[src/rtl/uart_rx_core_if.sv]
// Receive-side bundle: serial line in, frame strobe with data and status out.
// Latency: none, wires only.
// Backpressure: none; the consumer must accept every o_wr strobe.
interface uart_rx_core_if #(
    parameter int DATA_BITS = 8
);
    logic                 i_rx_data;
    logic                 o_wr;
    logic [DATA_BITS-1:0] o_data;
    logic                 o_parity_err;
    logic                 o_frame_err;
    logic                 o_break;
    logic                 o_busy;

    // Receiver side: samples the line, produces frames
    modport master (
        input  i_rx_data,
        output o_wr, o_data, o_parity_err, o_frame_err, o_break, o_busy
    );

    // Pin / register-layer side: drives the line, consumes frames
    modport slave (
        output i_rx_data,
        input  o_wr, o_data, o_parity_err, o_frame_err, o_break, o_busy
    );
endinterface

[src/rtl/uart_rx_core.sv]
// UART receive engine: sync'd line, start glitch reject, data/parity/stop, per-frame status.
// Latency: o_wr one cycle after the last stop-bit decision; pin-to-rxs is 2 cycles.
// Backpressure: none; o_wr is a one-cycle strobe. Define UART_RX_MAJORITY_EN for 2-of-3 bit voting.
module uart_rx_core #(
    parameter int CLKS_PER_BIT = 10416,
    parameter int DATA_BITS    = 8,
    parameter int PARITY       = 0,
    parameter int STOP_BITS    = 1
) (
    input  logic           clk,
    input  logic           rst_n,
    uart_rx_core_if.master rx
);
    localparam int HALF = CLKS_PER_BIT / 2;
    localparam int CW   = $clog2(CLKS_PER_BIT);
    localparam int IW   = $clog2(DATA_BITS + 1);
`ifdef UART_RX_MAJORITY_EN
    // Vote window is HALF-2..HALF, so the decision lands on the last sample
    localparam int SAMP = HALF;
`else
    localparam int SAMP = HALF - 1;
`endif

    localparam logic [CW-1:0] CNT_LAST  = CW'(CLKS_PER_BIT - 1);
    localparam logic [CW-1:0] CNT_SAMP  = CW'(SAMP);
    localparam logic [CW-1:0] CNT_ONE   = CW'(1);
    localparam logic [IW-1:0] DATA_LAST = IW'(DATA_BITS - 1);
    localparam logic [IW-1:0] STOP_LAST = IW'(STOP_BITS - 1);

    localparam logic [2:0] S_IDLE  = 3'd0;
    localparam logic [2:0] S_START = 3'd1;
    localparam logic [2:0] S_DATA  = 3'd2;
    localparam logic [2:0] S_PAR   = 3'd3;
    localparam logic [2:0] S_STOP  = 3'd4;

    logic                 sync1;
    logic                 rxs;
    logic [1:0]           fill;
    logic                 prev_hi;
`ifdef UART_RX_MAJORITY_EN
    logic                 rxs_d2;
`endif
    logic [2:0]           state;
    logic [CW-1:0]        cnt;
    logic [IW-1:0]        idx;
    logic [DATA_BITS-1:0] shreg;
    logic                 par_bit;
    logic                 stop_low;
    logic                 any_high;

    logic fall;
    logic samp_now;
    logic bit_val;
    logic frame_end;
    logic glitch_abort;
    logic par_err;

    // Two-flop synchroniser plus a fill marker so reset values of the sync
    // chain are never mistaken for a real high level on the line
    always_ff @(posedge clk or negedge rst_n) begin
        if (!rst_n) begin
            sync1   <= 1'b1;
            rxs     <= 1'b1;
            fill    <= 2'b00;
            prev_hi <= 1'b0;
        end else begin
            sync1   <= rx.i_rx_data;
            rxs     <= sync1;
            fill    <= {fill[0], 1'b1};
            prev_hi <= fill[1] & rxs;
        end
    end

`ifdef UART_RX_MAJORITY_EN
    // Second history tap for the 2-of-3 vote
    always_ff @(posedge clk or negedge rst_n) begin
        if (!rst_n) begin
            rxs_d2 <= 1'b1;
        end else begin
            rxs_d2 <= prev_hi;
        end
    end

    assign bit_val = (rxs_d2 & prev_hi) | (rxs_d2 & rxs) | (prev_hi & rxs);
`else
    assign bit_val = rxs;
`endif

    assign fall         = (state == S_IDLE) & prev_hi & ~rxs;
    assign samp_now     = (state != S_IDLE) & (cnt == CNT_SAMP);
    assign frame_end    = samp_now & (state == S_STOP) & (idx == STOP_LAST);
    assign glitch_abort = samp_now & (state == S_START) & bit_val;

    // Busy covers the falling edge cycle and drops in the deciding cycle
    assign rx.o_busy = fall | ((state != S_IDLE) & ~frame_end & ~glitch_abort);

    // Parity check over the assembled data word and the received parity bit
    always_comb begin
        par_err = 1'b0;
        if (PARITY == 1) begin
            par_err = ~(^shreg ^ par_bit);
        end else if (PARITY == 2) begin
            par_err = ^shreg ^ par_bit;
        end
    end

    // Frame FSM; the bit counter free-runs mod CLKS_PER_BIT from the edge so
    // each later decision lands exactly one bit period after the previous one
    always_ff @(posedge clk or negedge rst_n) begin
        if (!rst_n) begin
            state    <= S_IDLE;
            cnt      <= '0;
            idx      <= '0;
            shreg    <= '0;
            par_bit  <= 1'b0;
            stop_low <= 1'b0;
            any_high <= 1'b0;
        end else begin
            if (state != S_IDLE) begin
                cnt <= (cnt == CNT_LAST) ? '0 : cnt + 1'b1;
            end
            case (state)
                S_IDLE: begin
                    if (fall) begin
                        state <= S_START;
                        cnt   <= CNT_ONE;
                    end
                end
                S_START: begin
                    if (samp_now) begin
                        if (bit_val) begin
                            state <= S_IDLE;
                            cnt   <= '0;
                        end else begin
                            state    <= S_DATA;
                            idx      <= '0;
                            stop_low <= 1'b0;
                            any_high <= 1'b0;
                        end
                    end
                end
                S_DATA: begin
                    if (samp_now) begin
                        shreg    <= {bit_val, shreg[DATA_BITS-1:1]};
                        any_high <= any_high | bit_val;
                        if (idx == DATA_LAST) begin
                            idx   <= '0;
                            state <= (PARITY != 0) ? S_PAR : S_STOP;
                        end else begin
                            idx <= idx + 1'b1;
                        end
                    end
                end
                S_PAR: begin
                    if (samp_now) begin
                        par_bit  <= bit_val;
                        any_high <= any_high | bit_val;
                        state    <= S_STOP;
                    end
                end
                S_STOP: begin
                    if (samp_now) begin
                        stop_low <= stop_low | ~bit_val;
                        any_high <= any_high | bit_val;
                        if (idx == STOP_LAST) begin
                            state <= S_IDLE;
                            cnt   <= '0;
                            idx   <= '0;
                        end else begin
                            idx <= idx + 1'b1;
                        end
                    end
                end
                default: begin
                    state <= S_IDLE;
                    cnt   <= '0;
                end
            endcase
        end
    end

    // Frame result: strobe plus data/status, all updated together and held
    always_ff @(posedge clk or negedge rst_n) begin
        if (!rst_n) begin
            rx.o_wr         <= 1'b0;
            rx.o_data       <= '0;
            rx.o_parity_err <= 1'b0;
            rx.o_frame_err  <= 1'b0;
            rx.o_break      <= 1'b0;
        end else begin
            rx.o_wr <= frame_end;
            if (frame_end) begin
                rx.o_data       <= shreg;
                rx.o_parity_err <= par_err;
                rx.o_frame_err  <= stop_low | ~bit_val;
                rx.o_break      <= ~(any_high | bit_val);
            end
        end
    end
endmodule

[src/flat_wrapper.sv]
// flat-port wrapper written by rule: the top's interface ports become plain ports
module uart_rx_core_flat 
#(
    parameter int CLKS_PER_BIT = 10416,
    parameter int DATA_BITS    = 8,
    parameter int PARITY       = 0,
    parameter int STOP_BITS    = 1
)
  (clk, rst_n, rx_i_rx_data, rx_o_wr, rx_o_data, rx_o_parity_err, rx_o_frame_err, rx_o_break, rx_o_busy);
  uart_rx_core_if #(.DATA_BITS(DATA_BITS)) rx_i ();
  input  logic clk;
  input  logic rst_n;
  input wire logic [$bits(rx_i.i_rx_data)-1:0] rx_i_rx_data;
  output wire logic [$bits(rx_i.o_wr)-1:0] rx_o_wr;
  output wire logic [$bits(rx_i.o_data)-1:0] rx_o_data;
  output wire logic [$bits(rx_i.o_parity_err)-1:0] rx_o_parity_err;
  output wire logic [$bits(rx_i.o_frame_err)-1:0] rx_o_frame_err;
  output wire logic [$bits(rx_i.o_break)-1:0] rx_o_break;
  output wire logic [$bits(rx_i.o_busy)-1:0] rx_o_busy;
  assign rx_i.i_rx_data = rx_i_rx_data;
  assign rx_o_wr = rx_i.o_wr;
  assign rx_o_data = rx_i.o_data;
  assign rx_o_parity_err = rx_i.o_parity_err;
  assign rx_o_frame_err = rx_i.o_frame_err;
  assign rx_o_break = rx_i.o_break;
  assign rx_o_busy = rx_i.o_busy;
  uart_rx_core #(.CLKS_PER_BIT(CLKS_PER_BIT), .DATA_BITS(DATA_BITS), .PARITY(PARITY), .STOP_BITS(STOP_BITS)) u_core (.clk(clk), .rst_n(rst_n), .rx(rx_i));
endmodule
[config.mk]
export PLATFORM = sky130hd
export DESIGN_NAME = uart_rx_core_flat
export DESIGN_NICKNAME = d
export VERILOG_FILES = /design/src/rtl/uart_rx_core_if.sv /design/src/rtl/uart_rx_core.sv /design/src/flat_wrapper.sv
export SDC_FILE = /design/constraint.sdc
export NUM_CORES = 1
export LEC_CHECK = 0
export ABC_AREA = 0
export CAP_MARGIN = 20
export CORE_ASPECT_RATIO = 0.9
export CORE_MARGIN = 2
export CORE_UTILIZATION = 42
export CTS_CLUSTER_DIAMETER = 30
export DETAILED_ROUTE_END_ITERATION = 8
export GPL_TIMING_DRIVEN = 0
export PLACE_DENSITY = 0.57
export SLEW_MARGIN = 10
export SYNTH_ARGS = -nofsm -noshare
export SYNTH_HDL_FRONTEND = slang
export SYNTH_SLANG_ARGS = --single-unit
[constraint.sdc]
create_clock -name clk -period 3 [get_ports clk]
set_clock_uncertainty 0.2 [all_clocks]
set_input_delay 0.6 -clock clk [delete_from_list [all_inputs] [get_ports clk]]
set_output_delay 0.6 -clock clk [all_outputs]
set_load 0.005 [all_outputs]
### Word-level counts from Yosys, hierarchy flattened

Index checks and enable logic that the tools add are counted.

| storage, ports and cells | value |
|---|---|
| flip-flop bits (word level) | 47 |
| word-level logic and storage cells | 92 |
| input port bits | 3 |

| operators by class | value |
|---|---|
| bitwise gates (word level) | 17 |
| add/subtract/negate cells | 2 |
| multiplexer cells | 30 |
| equality and inequality tests | 16 |
| reductions and logical operators | 13 |

Operators by type and width:

| operator | count |
|---|---|
| $mux 14 | 7 |
| $pmux 14 s4 | 1 |
| $mux 4 | 6 |
| $mux 3 | 7 |
| $pmux 3 s5 | 1 |
| $add 14x1->14 const B | 1 |
| $eq 14x13->1 const B | 1 |
| $eq 14x14->1 const B | 1 |
| $ne 2x1->1 const B | 7 |
| $pmux 4 s3 | 1 |
| $and 1x1->1 | 10 |
| $reduce_and 4->1 | 2 |
| $reduce_and 7->1 | 1 |
| $eq 3x2->1 const B | 2 |
| $reduce_bool 3->1 | 2 |
| $reduce_and 5->1 | 1 |
| $add 4x1->4 const B | 1 |
| $eq 4x3->1 const B | 1 |
| $logic_not 4->1 | 1 |
| $mux 1 | 4 |
| $ne 2x2->1 const B | 2 |
| $not 1->1 | 4 |
| $pmux 1 s2 | 2 |
| $reduce_bool 2->1 | 2 |
| 8 further kinds | 10 |

### Logic depth before layout (Yosys ltp)

| logic depth | value |
|---|---|
| word-level depth | 8 |
| mapped depth | 8 |

### Worst setup path after synthesis

Ideal clock, no wire load.

| timing path | value |
|---|---|
| path type | reg-to-output |
| start point | register u_core.cnt[0] |
| end point | output rx_o_busy |
| data arrival time | 1554 ps |
| setup slack | 646 ps |
| stages on the path, launching flop included | 7 |
| path through | dfrtp_1 ha_1 and4bb_2 nand4_2 nor2_1 buf_2 a311oi_1 |

| on the way | value |
|---|---|
| cells in the longest elaborated chain, start to end | 8 |
| elaborated cells on any way between the ends | 11 |
| classes of those cells | eq/ne (1); bitwise (10) |

Ends and longest elaborated chain:

| item | RTL line | RTL |
|---|---|---|
| start, declared | uart_rx_core.sv:44 | `logic [CW-1:0] cnt;` |
| start signal, assigned | uart_rx_core.sv:120 | `cnt <= (cnt == CNT_LAST) ? '0 : cnt + 1'b1;` |
| $eq 14x13->1 | uart_rx_core.sv:90 | `assign samp_now = (state != S_IDLE) & (cnt == CNT_SAMP);` |
| $and 1x1->1 | uart_rx_core.sv:90 |  |
| $and 1x1->1 (2 in series) | uart_rx_core.sv:91 | `assign frame_end = samp_now & (state == S_STOP) & (idx == STOP_LAST);` |
| net u_core.frame_end | uart_rx_core.sv:54 | `logic frame_end;` |
| $not 1->1 | uart_rx_core.sv:95 | `assign rx.o_busy = fall \| ((state != S_IDLE) & ~frame_end & ~glitch_abort);` |
| $and 1x1->1 (2 in series) | uart_rx_core.sv:95 |  |
| $or 1x1->1 | uart_rx_core.sv:95 |  |
| end, declared | flat_wrapper.sv:19 | `output wire logic [$bits(rx_i.o_busy)-1:0] rx_o_busy;` |

The timed path passes the listed nets, and every way through them passes these cells.

### Worst setup path after layout

| timing path | value |
|---|---|
| start point | register u_core.cnt[1] |
| end point | output rx_o_busy |

| on the way | value |
|---|---|
| cells in the longest elaborated chain, start to end | 8 |
| elaborated cells on any way between the ends | 11 |
| classes of those cells | eq/ne (1); bitwise (10) |

Ends and longest elaborated chain:

| item | RTL line |
|---|---|
| $eq 14x13->1 (*) | uart_rx_core.sv:90 |
| $and 1x1->1 (*) | uart_rx_core.sv:90 |
| $and 1x1->1 (2 in series) | uart_rx_core.sv:91 |
| $not 1->1 | uart_rx_core.sv:95 |
| $and 1x1->1 | uart_rx_core.sv:95 |
| $and 1x1->1 (*) | uart_rx_core.sv:95 |
| $or 1x1->1 (*) | uart_rx_core.sv:95 |

Mark *: on every way between the ends. The rest lies on a longest branch, timed or not.

==> results.md <==
- Outcome: complete, no violations
- P_leak: 1.22 nW
- Rel. slew slack: 65.5%
- Site Rows: 25
- Cell chain of the critical path: ha_1 > and4bb_2 > and4_1 > buf_4 > a311oi_2 > dlygate4sd2_1
- Avg Cell Area, Syn: roughly 11 sq um
- Die width: roughly 83 microns
- Top post-synthesis cells by count: dfrtp_1 (45), nor2_1 (23), nand2_1 (14)
- Via density: 5.31
- CTS max path bufs: 2
- Dpl cells: ~300
- DRC violations left: 0
- CP Data Arrival Time: roughly 2100 ps
- Syn Nets: ~220
- Worst path top cell family by delay: simple AND/OR/NAND/NOR gates
- Cells after Synth: 216
- Placed Area: approximately 0.0026 sq mm
- FF+latch count, synth: 47
- CTS Root Cell: clkbuf_8
- Measured slew at the worst slew-check pin: around 510 ps
- Routability Congestion: approximately 0.79
- Die Area: 0.00622 sq mm
- IO Pins: 16
- CP peak stage delay: 460 ps
- Final WL: roughly 4.5 mm
- Final nets: approximately 250
- Clock Sinks: 47
- Number of global-route vias before repair: roughly 1600
- CTS clk-pin slew, worst paths: approximately 80 ps
- CTS tree: built
- Number of CTS-inserted buffers: 5
- Fin. Hold Viols: 0
- Highest clock rate: between 300 and 400 MHz
- Tcrit/Tclk final: a little over nine tenths
- Unrepaired setup endpoints after global routing: false
- Die Span Y: approximately 75 microns
- Port bufs: 14
- Pins Over Slew Limit: 0
- Dpl hpwl: roughly 3.2 mm
- EDFF count, synth: 0
- First-pass GRT wire length: 7.74 mm
- Area leader, netlist: dfrtp_1
- Number of routed nets with antenna violations: 0
- Avg WL per Cell: approximately 15 microns
- Power Density: ~540 mW/mm^2
- Layout cell share with drive strength beyond 1: between 20% and 30%
- Netlist cell types: 54
- Initial antenna violation count: 0
- Via count: 1629
- Iter 0 DRT Violations: 84
- Initial core utilization: approximately 44%
- P&R area growth vs syn: 16.0%
- Largest cells by area after synthesis: dfrtp_1 (48%), mux2_4 (5.1%), mux2_2 (4.3%)
- CP max stage cell: dfrtp_2
- Antenna diode count: 0
- Cts hold-fix bufs: 0
- Ys flop type: dfrtp_1
- Max H-tree Level: 2
- Peak VDD IR: about 0.34 mV
- WP buf/inv: 2
- Worst setup EP type: primary output
- Largest net degree at the start of global routing: 29
- Core Box Area: 0.00532 sq mm
- Minimum clock period after layout: 2890 ps
- Fillers: roughly 500
- Clk Latency, worst-skew pair: about 300 ps
- Number of max-cap violations: 0
- Setup CP Type: register to primary output
- Layout Cells excl Fill: roughly 310
- Reg2reg start: u_core.state[1]$_DFFE_PN0P_
- Post-Syn Area: between 0.002 and 0.0025 sq mm
- Worst setup path startpoint: u_core.cnt[1]$_DFF_PN0_
- Asr flop ratio synth: between 90% and 100%
- Post-route cell area: around 0.0027 sq mm
- GRT Residual Overflow: 0
- Hold Crit Class: input pin to asynchronous set/reset pin
- Most common cell in the netlist: dfrtp_1
- YS warnings: 0
- WP data required: 2200 ps
- Worst Path Max Fanout: 7
- Seq/Total Area, Yosys: ~50%
- Total Routing Usage GR: about 16%
- DR pass1 iterations: 4
- Final setup violation count: 0
- Yosys top cell area share: between 40% and 50%
- Worst Setup Start Kind: register
## where the power goes
part / switching, mW / internal (mW)
registers: 0.0684 / 0.691
clock network: 0.216 / 0.188
logic: 0.166 / 0.139
total: 0.451 / 1.02
## sequential cells by signal, indices dropped and copies added, names as in the netlist
name and cells:
u_core.cnt 14, u_core.rx.o_data 8, u_core.shreg 8, u_core.idx 4
u_core.state 3, u_core.fill 2, u_core.any_high 1, u_core.bit_val 1
u_core.prev_hi 1, u_core.rx.o_break 1, u_core.rx.o_frame_err 1, u_core.rx.o_wr 1
u_core.stop_low 1, u_core.sync1 1
## area by class of cell
class                   count  area [sq um]  share of cell area (%)
inverters                   7          26.3                   0.962
well taps                  67          83.8                    3.07
clock inverters             2          16.3                   0.596
flip-flops and latches     47          1180                    43.2
repair buffers             17           169                    6.18
multi-input cells         152          1120                    41.0
plain buffers               9          53.8                    1.97
clock buffers               6          82.6                    3.02
## routing by layer
layer / part of all wire, % / wire [microns] / up-vias / track usage [%]
met4: 1.4 / 63 / 0 / 4.92
li1: - / - / 811 / -
met1: 53 / 2390 / 791 / 22.6
met2: 44 / 1970 / 20 / 24.3
met5: 0 / 0 / - / 0
met3: 2.4 / 110 / 7 / 3.07
## path summary, 6_finish.rpt
| check | end | slack (ps) | cells after the start |
|---|---|---|---|
| min in group clk | u_core.fill[1]$_DFF_PN0_ | 150 | 0 |
| setup / recovery | rx_o_busy | 110 | 6 |
| hold reg to reg | u_core.fill[1]$_DFF_PN0_ | 150 | 0 |
| max in group asynchronous | u_core.cnt[1]$_DFF_PN0_ | 2040 | 2 |
| setup reg to reg | u_core.cnt[9]$_DFF_PN0_ | 620 | 7 |
| hold / removal | u_core.cnt[10]$_DFF_PN0_ | 50 | 1 |
## cells in the final DEF, fill, tap and decap left out, types with 2 or more instances in the layout
| cell type | netlist | final |
|---|---|---|
| nand2b_1 | 4 | 4 |
| buf_4 | 2 | 4 |
| mux2_2 | 9 | 9 |
| nor2_1 | 23 | 22 |
| a311oi_1 | 3 | 2 |
| dfrtp_1 | 45 | 43 |
| nand3_1 | 11 | 11 |
| o21a_1 | 3 | 3 |
| o21ai_0 | 5 | 5 |
| and4bb_2 | 2 | 2 |
| dfrtp_2 | 0 | 2 |
| xnor2_1 | 10 | 10 |
| clkbuf_8 | 0 | 6 |
| nor4_1 | 2 | 2 |
| clkdlybuf4s50_1 | 0 | 12 |
| a21oi_1 | 7 | 7 |
| or3_1 | 2 | 2 |
| conb_1 | 2 | 2 |
| dfstp_2 | 2 | 2 |
| and2_1 | 2 | 2 |
| buf_2 | 5 | 5 |
| and4_1 | 4 | 4 |
| clkbuf_1 | 2 | 2 |
| ha_1 | 4 | 4 |
| nand2_1 | 14 | 14 |
| inv_1 | 7 | 7 |
| mux2_4 | 8 | 8 |
| nor3_1 | 4 | 4 |
| xor2_1 | 2 | 2 |
| and3_1 | 5 | 5 |
## what timing repair did
action	CTS	global route
endpoints found under the setup margin	1	0
gates resized for setup	8	0
setup buffers	2	0
## worst register-to-register path, stage by stage (launching register included)
cell,delay (ps)
dfrtp_1,430
buf_2,210
nor3_1,460
a311oi_1,120
a211oi_1,330
nand3b_1,210
buf_2,230
nor2_1,80
## cell families (layout without fill, tap and decap cells)
family,Yosys count,count (layout),share of synthesized area (%)
and+or+nand+nor,88,88,21.7
adders and majority gates,4,4,2.13
muxes,17,17,9.41
other,2,2,0.319
xor gates and xnor gates,12,12,4.46
buffers and inverters,17,41,3.61
DFF,47,47,50.1
AOI/OAI and AO/OA,29,29,8.34
## metrics by stage
step | worst slack (ps) | setup TNS (ps) | hold WS, ps | util, % | power, mW
global route | 15.7 | 0 | 91.6 | 51.4 | 1.56
detailed placement | -157 | -157 | 136 | 48.8 | 1.06
CTS | 89.1 | 0 | 59.6 | 51.4 | 1.49
finish | 111 | 0 | 47.9 | 51.4 | 1.47
floorplan | 646 | 0 | 104 | - | 0.965
global placement | -253 | -11450 | 134 | 48.5 | 1.05
Note: power is estimated with default switching activity, not from simulation.
